===== config.mk =====
export PLATFORM = sky130hd
export DESIGN_NAME = rr_priority_arbiter8
export DESIGN_NICKNAME = d
export VERILOG_FILES = /design/src/rtl/arb_pkg.sv /design/src/rtl/pri_pick8.sv /design/src/rtl/rr_priority_arbiter8.sv
export SDC_FILE = /design/constraint.sdc
export NUM_CORES = 1
export LEC_CHECK = 0
export ABC_AREA = 0
export CORE_MARGIN = 2
export CORE_UTILIZATION = 48
export CTS_CLUSTER_DIAMETER = 50
export DETAILED_ROUTE_END_ITERATION = 10
export HOLD_SLACK_MARGIN = 0.02
export PLACE_DENSITY = 0.8
export SETUP_SLACK_MARGIN = 0.05
export SYNTH_ARGS = -nofsm -noshare
export SYNTH_HDL_FRONTEND = slang
export SYNTH_SLANG_ARGS = --single-unit

===== constraint.sdc =====
create_clock -name clk -period 3.3 [get_ports clk]
set_input_delay 0.825 -clock clk [delete_from_list [all_inputs] [get_ports clk]]
set_output_delay 0.825 -clock clk [all_outputs]
set_load 0.05 [all_outputs]

===== src/rtl/arb_pkg.sv =====
// Shared constants, FSM state type and a one-hot helper for the 8-way
// round-robin / fixed-priority arbiter.
package arb_pkg;

  localparam int N_REQ = 8;
  localparam int IDX_W = 3;

  typedef enum logic {
    ARB_IDLE  = 1'b0,
    ARB_GRANT = 1'b1
  } arb_state_e;

  function automatic logic [N_REQ-1:0] idx_to_onehot(input logic [IDX_W-1:0] idx);
    return N_REQ'(1) << idx;
  endfunction

endpackage


===== src/rtl/pri_pick8.sv =====
// Combinational winner picker: rotate the candidates so the preferred
// requester sits at the top bit, priority-encode, then un-rotate.
module pri_pick8
  import arb_pkg::*;
(
  input  logic [N_REQ-1:0] cand,
  input  logic [IDX_W-1:0] start_idx,
  input  logic             rr_mode,
  output logic [IDX_W-1:0] win_idx,
  output logic             win_valid
);

  logic [IDX_W-1:0]   w_base;
  logic [2*N_REQ-1:0] w_dbl;
  logic [N_REQ-1:0]   w_rot;
  logic [IDX_W-1:0]   w_pos;

  // Rotation base = last winner, so it lands on bit 0 (searched last) and
  // last_idx-1 lands on bit 7 (searched first). Fixed mode uses base 0.
  assign w_base = rr_mode ? start_idx : '0;
  assign w_dbl  = {cand, cand};
  assign w_rot  = w_dbl[w_base +: N_REQ];

  // NOTE: combinational block assigns a default before the loop, so no
  // path leaves w_pos unassigned and no latch is inferred.
  always_comb begin
    w_pos = '0;
    for (int k = 0; k < N_REQ; k++) begin
      if (w_rot[k]) w_pos = IDX_W'(k);
    end
  end

  assign win_idx   = w_pos + w_base;
  assign win_valid = |cand;

endmodule


===== src/rtl/rr_priority_arbiter8.sv =====
// 8-requester arbiter: grant FSM, hold timer and round-robin pointer
// around the pri_pick8 encoder. Grants are registered and held until release.
module rr_priority_arbiter8
  import arb_pkg::*;
#(
  parameter int MAX_HOLD = 16
) (
  input  logic             clk,
  input  logic             rst,
  input  logic [N_REQ-1:0] req,
  input  logic             rr_mode,
  output logic [N_REQ-1:0] gnt,
  output logic [IDX_W-1:0] gnt_idx,
  output logic             gnt_valid
);

  localparam int HOLD_W = $clog2(MAX_HOLD) + 1;
  localparam logic [HOLD_W-1:0] HOLD_LAST = (MAX_HOLD == 0) ? '0 : HOLD_W'(MAX_HOLD - 1);

  arb_state_e        r_state,     w_state_nxt;
  logic [N_REQ-1:0]  r_gnt,       w_gnt_nxt;
  logic [IDX_W-1:0]  r_gnt_idx,   w_gnt_idx_nxt;
  logic              r_gnt_valid, w_gnt_valid_nxt;
  logic [IDX_W-1:0]  r_last_idx,  w_last_idx_nxt;
  logic [HOLD_W-1:0] r_hold_cnt,  w_hold_cnt_nxt;

  logic [N_REQ-1:0]  w_others;
  logic              w_owner_req;
  logic              w_timeout;
  logic              w_take_new;
  logic [IDX_W-1:0]  w_win_idx;
  logic              w_win_valid;

  // r_gnt is zero in IDLE, so the same candidate vector serves both states.
  assign w_others    = req & ~r_gnt;
  assign w_owner_req = req[r_gnt_idx];
  assign w_timeout   = (MAX_HOLD != 0) && (r_hold_cnt == HOLD_LAST);

  pri_pick8 u_pick (
    .cand      (w_others),
    .start_idx (r_last_idx),
    .rr_mode   (rr_mode),
    .win_idx   (w_win_idx),
    .win_valid (w_win_valid)
  );

  always_comb begin
    w_state_nxt     = r_state;
    w_gnt_nxt       = r_gnt;
    w_gnt_idx_nxt   = r_gnt_idx;
    w_gnt_valid_nxt = r_gnt_valid;
    w_last_idx_nxt  = r_last_idx;
    w_hold_cnt_nxt  = r_hold_cnt;
    w_take_new      = 1'b0;

    unique case (r_state)
      ARB_IDLE: begin
        if (w_win_valid) w_take_new = 1'b1;
      end
      ARB_GRANT: begin
        // Release is checked first, so release wins over a coincident timeout.
        if (!w_owner_req) begin
          if (w_win_valid) begin
            w_take_new = 1'b1;
          end else begin
            w_state_nxt     = ARB_IDLE;
            w_gnt_nxt       = '0;
            w_gnt_idx_nxt   = '0;
            w_gnt_valid_nxt = 1'b0;
            w_hold_cnt_nxt  = '0;
          end
        end else if (w_timeout) begin
          if (w_win_valid) w_take_new = 1'b1;
          else             w_hold_cnt_nxt = '0;
        end else if (r_hold_cnt != '1) begin
          w_hold_cnt_nxt = r_hold_cnt + HOLD_W'(1);
        end
      end
      default: ;
    endcase

    if (w_take_new) begin
      w_state_nxt     = ARB_GRANT;
      w_gnt_nxt       = idx_to_onehot(w_win_idx);
      w_gnt_idx_nxt   = w_win_idx;
      w_gnt_valid_nxt = 1'b1;
      w_last_idx_nxt  = w_win_idx;
      w_hold_cnt_nxt  = '0;
    end
  end

  // NOTE: state registers use non-blocking assignments so every flop samples
  // the pre-edge values of the others, matching real hardware.
  always_ff @(posedge clk) begin
    if (rst) begin
      r_state     <= ARB_IDLE;
      r_gnt       <= '0;
      r_gnt_idx   <= '0;
      r_gnt_valid <= 1'b0;
      r_last_idx  <= '0;
      r_hold_cnt  <= '0;
    end else begin
      r_state     <= w_state_nxt;
      r_gnt       <= w_gnt_nxt;
      r_gnt_idx   <= w_gnt_idx_nxt;
      r_gnt_valid <= w_gnt_valid_nxt;
      r_last_idx  <= w_last_idx_nxt;
      r_hold_cnt  <= w_hold_cnt_nxt;
    end
  end

  assign gnt       = r_gnt;
  assign gnt_idx   = r_gnt_idx;
  assign gnt_valid = r_gnt_valid;

endmodule


; Word level (Yosys, flattened, before mapping)
; Index checks and enable logic that the tools add are counted.
[word_totals]
reg_bits = 21
out_inout_bits = 12
[classes]
n_bitwise = 3
n_shift = 2
add_sub_neg = 2
n_eq_ne = 5
muxes = 33
n_reduce_logical = 5
magnitude_cmp = 1
[op_table]
columns = operator, count
row1 = $mux W8, 4
row2 = $mux W3, 9
row3 = $mux W5, 4
row4 = $shiftx A16 B4 Y8, 1
row5 = $mux W1, 12
row6 = $and A8 B8 Y8, 1
row7 = $not A8 Y8, 1
row8 = $reduce_or A8 Y1, 1
row9 = $shl A1 B3 Y8 const A, 1
row10 = $add A5 B1 Y5 const B, 1
row11 = $eq A5 B4 Y1 const B, 1
row12 = $ne A5 B5 Y1 const B, 1
row13 = $lt A3 B4 Y1 const B, 1
row14 = $mux W2, 2
row15 = $add A3 B3 Y3, 1
row16 = $bmux W1 S3, 1
row17 = $ne A3 B1 Y1 const B, 1
row18 = $reduce_and A3 Y1, 1
row19 = $ne A2 B1 Y1 const B, 1
row20 = $ne A2 B2 Y1 const B, 1
row21 = $pmux W1 S2, 1
row22 = $reduce_and A2 Y1, 1
row23 = $reduce_bool A2 Y1, 1
row24 = $reduce_or A2 Y1, 1
row25 = $not A1 Y1, 1

; Depth between registers and ports, before layout
[depth]
ltp_word = 13
ltp_mapped = 13

; By module
; A second synthesis with hierarchy kept.
[unflattened]
cells_unflattened = 162
area_unflattened_um2 = 1580.3
[modules_own_cells]
columns = mod, n_inst, cells_per_inst, area_per_inst_um2, seq_area_each_um2
row1 = rr_priority_arbiter8, 1, 95, 970.9, 420.4
row2 = pri_pick8, 1, 67, 609.3, 0.0

; Worst setup path after synthesis
; OpenSTA, ideal clock, no wires.
[synth_path]
kind = input-to-reg
startpoint = input rr_mode
endpoint = register r_gnt[1] (netlist: gnt[1])
setup_slack_ps = -242
setup_time_ps = 128
required_time_ps = 3172
arrival_time_ps = 3414
path_buffers = 0
cell_stages = 11
cell_sequence = nand2_2 > mux2_2 > mux4_2 > a21bo_2 > o21ai_0 > ha_1 > inv_1 > fa_1 > xor2_1 > xor2_2 > o21ai_0
[synth_between]
elab_chain_len = 12
[synth_rtl]
columns = element, line_no
row1 = from (decl), rr_priority_arbiter8.sv:11  ; input logic rr_mode,
row2 = $mux W3 *, pri_pick8.sv:20  ; assign w_base = rr_mode ? start_idx : '0;
row3 = $shiftx A16 B4 Y8, pri_pick8.sv:22  ; assign w_rot = w_dbl[w_base +: N_REQ];
row4 = $mux W1, pri_pick8.sv:29  ; if (w_rot[k]) w_pos = IDX_W'(k);
row5 = $mux W2 (2 in series), pri_pick8.sv:29
row6 = $mux W3 (4 in series), pri_pick8.sv:29
row7 = $add A3 B3 Y3 *, pri_pick8.sv:33  ; assign win_idx = w_pos + w_base;
row8 = $shl A1 B3 Y8 *, arb_pkg.sv:14  ; return N_REQ'(1) << idx;
row9 = $mux W8 *, rr_priority_arbiter8.sv:82  ; if (w_take_new) begin
row10 = to (signal assigned), rr_priority_arbiter8.sv:104  ; r_gnt <= w_gnt_nxt;
row11 = to (decl), rr_priority_arbiter8.sv:21  ; logic [N_REQ-1:0] r_gnt, w_gnt_nxt;
; Every way passes the cells marked *; elsewhere a longest branch is shown, timed or not.
; A chain may end at the register's enable or synchronous reset.

; Final worst setup path
[layout_path]
startpoint = input rr_mode
endpoint = register r_gnt[4] (netlist: gnt[4])
; The elaborated chain is that of the path after synthesis.

==> flow_metrics.env <==
export IMPL_met1_length_um=1760
export IMPL_drt_pass1_iterations=4
export IMPL_routabilityCongestion=0.897
export IMPL_cts_sinks=21
export IMPL_muxShareOfSynthArea_pct=23.7
export IMPL_clk_pin_slew_worst_paths_ns=0.11
export IMPL_final_cell_mix="31 x buf_4, 21 x dfxtp_1, 13 x clkdlybuf4s50_1, 12 x nand2_1"
export IMPL_num_antenna_cells=0
export IMPL_cts_buffer_depth=2
export IMPL_root_buffer="clkbuf_4"
export IMPL_fin_ws_ns=0.0133
export IMPL_synth_top_family_by_area="simple AND/OR/NAND/NOR gates"
export IMPL_cts_tree="built"
export IMPL_synth_compound_area_share_pct=16.0
export IMPL_finalNonFillerCells=231
export IMPL_first_iter_violations=77
export IMPL_antenna_found_initial=0
export IMPL_finalHoldViolations=0
export IMPL_max_freq_mhz=304
export IMPL_nNetsFinal=213
export IMPL_crit_path_max_incr_delay_ns=0.46
export IMPL_dieHeight_um=59.3
export IMPL_synth_edf_count=0
export IMPL_swShare_pct=46.0
export IMPL_grt_first_pass_wirelength_um=7050
export IMPL_rows=20
export IMPL_clock_latency_ns=0.31
export IMPL_p_sw_uw=881
export IMPL_vias=1429
export IMPL_slew_viol_final=0
export IMPL_grt_ovfl_total=0
export IMPL_cp_end_kind="flop"
export IMPL_critPathKind="in2reg"
export IMPL_syn_area_mm2=0.00147
export IMPL_ys_async_sr_fraction_pct=0
export IMPL_avgSynthCellArea_um2=10.1
export IMPL_worstMarginPinSlew_ns=1.19
export IMPL_critPathMaxFanout=8
export IMPL_critPathLaunchType="input port"
export IMPL_fin_crit_sh_pct=99.6
export IMPL_dp_cells=218
export IMPL_htreeDepth=1
export IMPL_grt_pass1_vias=1420
export IMPL_area_delta_synth_final_pct=42.1
export IMPL_cp_arrival_ns=3.54
export IMPL_skew_ns=0.00880
export IMPL_met3_length_um=146
export IMPL_core_area_mm2=0.00298
export IMPL_synth_top_area_share_pct=28.6
export IMPL_seq_area_frac_synth_pct=28.6
export IMPL_min_period_ns=3.29
export IMPL_rsz0062_at_grt="true"
export IMPL_wl_per_cell_um=18.8
export IMPL_synth_warnings=0
export IMPL_synth_nets=159
export IMPL_place_hpwl_um=3110
export IMPL_grt_usage_pct=26.7
export IMPL_drtAntennaViolNets=0
export IMPL_cts_made_buffers=3
export IMPL_grt_max_degree=17
export IMPL_cp_slowest_cell="or3b_2"
export IMPL_synth_xor_area_share_pct=2.30
export IMPL_ys_flop_type="dfxtp_1"
export IMPL_required_ns=3.55
export IMPL_n_fill_cell=211
export IMPL_final_common_cell="buf_4"
export IMPL_pwr_share_seq_pct=21.1
export IMPL_power_density_mw_per_mm2=917
export IMPL_maxCapViolCount=0
export IMPL_io_buffers=22
export IMPL_p_leak_nw=0.831
export IMPL_internal_power_mw=1.03
export IMPL_wirelength_um=4350
export IMPL_path_common_cell="xor2_4"
export IMPL_highest_layer="met4"
export IMPL_netlist_instances=145
export IMPL_drive_gt1_share_pct=43.4
export IMPL_total_power_mw=1.92
export IMPL_crit_path_cell_trace="buf_8 > nand2_8 > mux2_4 > or3b_2 > o41ai_2 > a211oi_2 > o21ai_2 > ha_2 > inv_2 > fa_2 > xor2_4 > xor2_4 > a22o_1"
export IMPL_yosys_area_share_simple_pct=24.1
export IMPL_min_path_type="reg2reg"
export IMPL_max_slew_margin_pct=20.6
export IMPL_setup_violations=0
export IMPL_place_ws_ns=-0.878
export IMPL_synth_area_leaders="dfxtp_1 29%, mux4_2 11%, mux2_2 7.7%, a22o_1 5.4%, nand2b_1 3.8%"
export IMPL_yosys_area_top_type="dfxtp_1"
export IMPL_p_comb_share_pct=72.3
export IMPL_remaining_drc_errors=0
export IMPL_die_width_um=59.3
export IMPL_initial_core_util_pct=49.4
export IMPL_yosys_area_share_adder_pct=3.06
export IMPL_yosys_register_bits=21
export IMPL_wl_met2_um=2390
export IMPL_io_pins=23
export IMPL_ys_types=46
export IMPL_die_area_mm2=0.00352
export IMPL_status="completed"
export IMPL_p_clk_share_pct=6.6
export IMPL_ir_worst_vdd_mv=0.588
export IMPL_via_per_inst=6.19
export IMPL_final_util_pct=70.2
critical path: cells and delay by family:
kind	cells	cell delay, ns
AOI/OAI and AO/OA	4	0.58
adders and majority gates	2	0.56
and+or+nand+nor	2	0.55
xor gates and xnor gates	2	0.55
muxes	1	0.33
buffers and inverters	2	0.15
synthesized netlist by cell type (all sizes together) (2+ instances only):
library cell	instances
a21oi	7
a22o	9
nand2b	9
and2	2
dfxtp	21
ha	2
nand4	4
xor2	2
o21ai	5
nor4b	2
nand2	14
nor3b	2
mux4	9
or3b	2
nor4	2
a211oi	3
a31oi	2
nand3	2
mux2	11
clkbuf	3
nor2	9
o41ai	2
inv	3
nor3	3
kinds of logic after synthesis:
kind of cell,Yosys count
AOI/OAI and AO/OA,33
and+or+nand+nor,57
adders and majority gates,3
xor gates and xnor gates,3
muxes,21
buffers and inverters,7
DFF,21
worst paths after layout:
check	start	to	slack, ns	depth (start not counted)
worst max-delay path	rr_mode	gnt[4]$_SDFFE_PP0P_	0.01	13
worst max register to register	r_last_idx[0]$_SDFFE_PP0P_	gnt[4]$_SDFFE_PP0P_	0.15	12
worst min register to register	gnt[1]$_SDFFE_PP0P_	gnt[1]$_SDFFE_PP0P_	0.49	2
worst min-delay path	gnt[1]$_SDFFE_PP0P_	gnt[1]$_SDFFE_PP0P_	0.49	2
state kept, by name, indices dropped and copies added (netlist names):
name and count:
r_last_idx 3, gnt 8, gnt_valid 1, r_state 1, r_hold_cnt 5, gnt_idx 3
metrics by stage:
step / hold WS [ns] / instance area, um2 / setup TNS, ns
final: 0.489 / 2090 / 0
after global routing: 0.510 / 2090 / -0.190
after CTS: 0.487 / 2050 / -0.252
after detailed placement: 0.486 / 1940 / -9.85
after global placement: 0.466 / 1940 / -9.07
after floorplan: 0.458 / 1530 / -0.0180
layer usage:
metal	vias to the layer above	GRT usage (%)
li1	668	-
met1	711	33.4
met2	44	48.0
met3	6	2.18
met4	0	9.09
met5	-	0
layout make-up:
class	instances	area, um2	area share, %
Clock buffer	4	26.3	1.26
Inverter	3	13.8	0.659
Multi-Input combinational cell	117	1170	56.0
Sequential cell	21	420	20.1
Tap cell	33	41.3	1.98
Timing Repair Buffer	53	418	20.0
power by group through the flow:
stage / registers, mW / logic [mW] / clock network, mW
after floorplan: 0.567 / 0.673 / 0
after global placement: 0.403 / 1.19 / 0
after detailed placement: 0.408 / 1.22 / 0
after CTS: 0.403 / 1.32 / 0.124
after global routing: 0.414 / 1.46 / 0.130
final: 0.405 / 1.39 / 0.126
what timing repair did:
item / 4_1_cts / 5_1_grt
setup endpoints to repair: 14 / 10
hold buffers: 0 / 0
gates resized for setup: 50 / 5
setup buffers: 9 / 0
pin swaps: 14 / 9
Note: power is estimated with default switching activity, not from simulation.
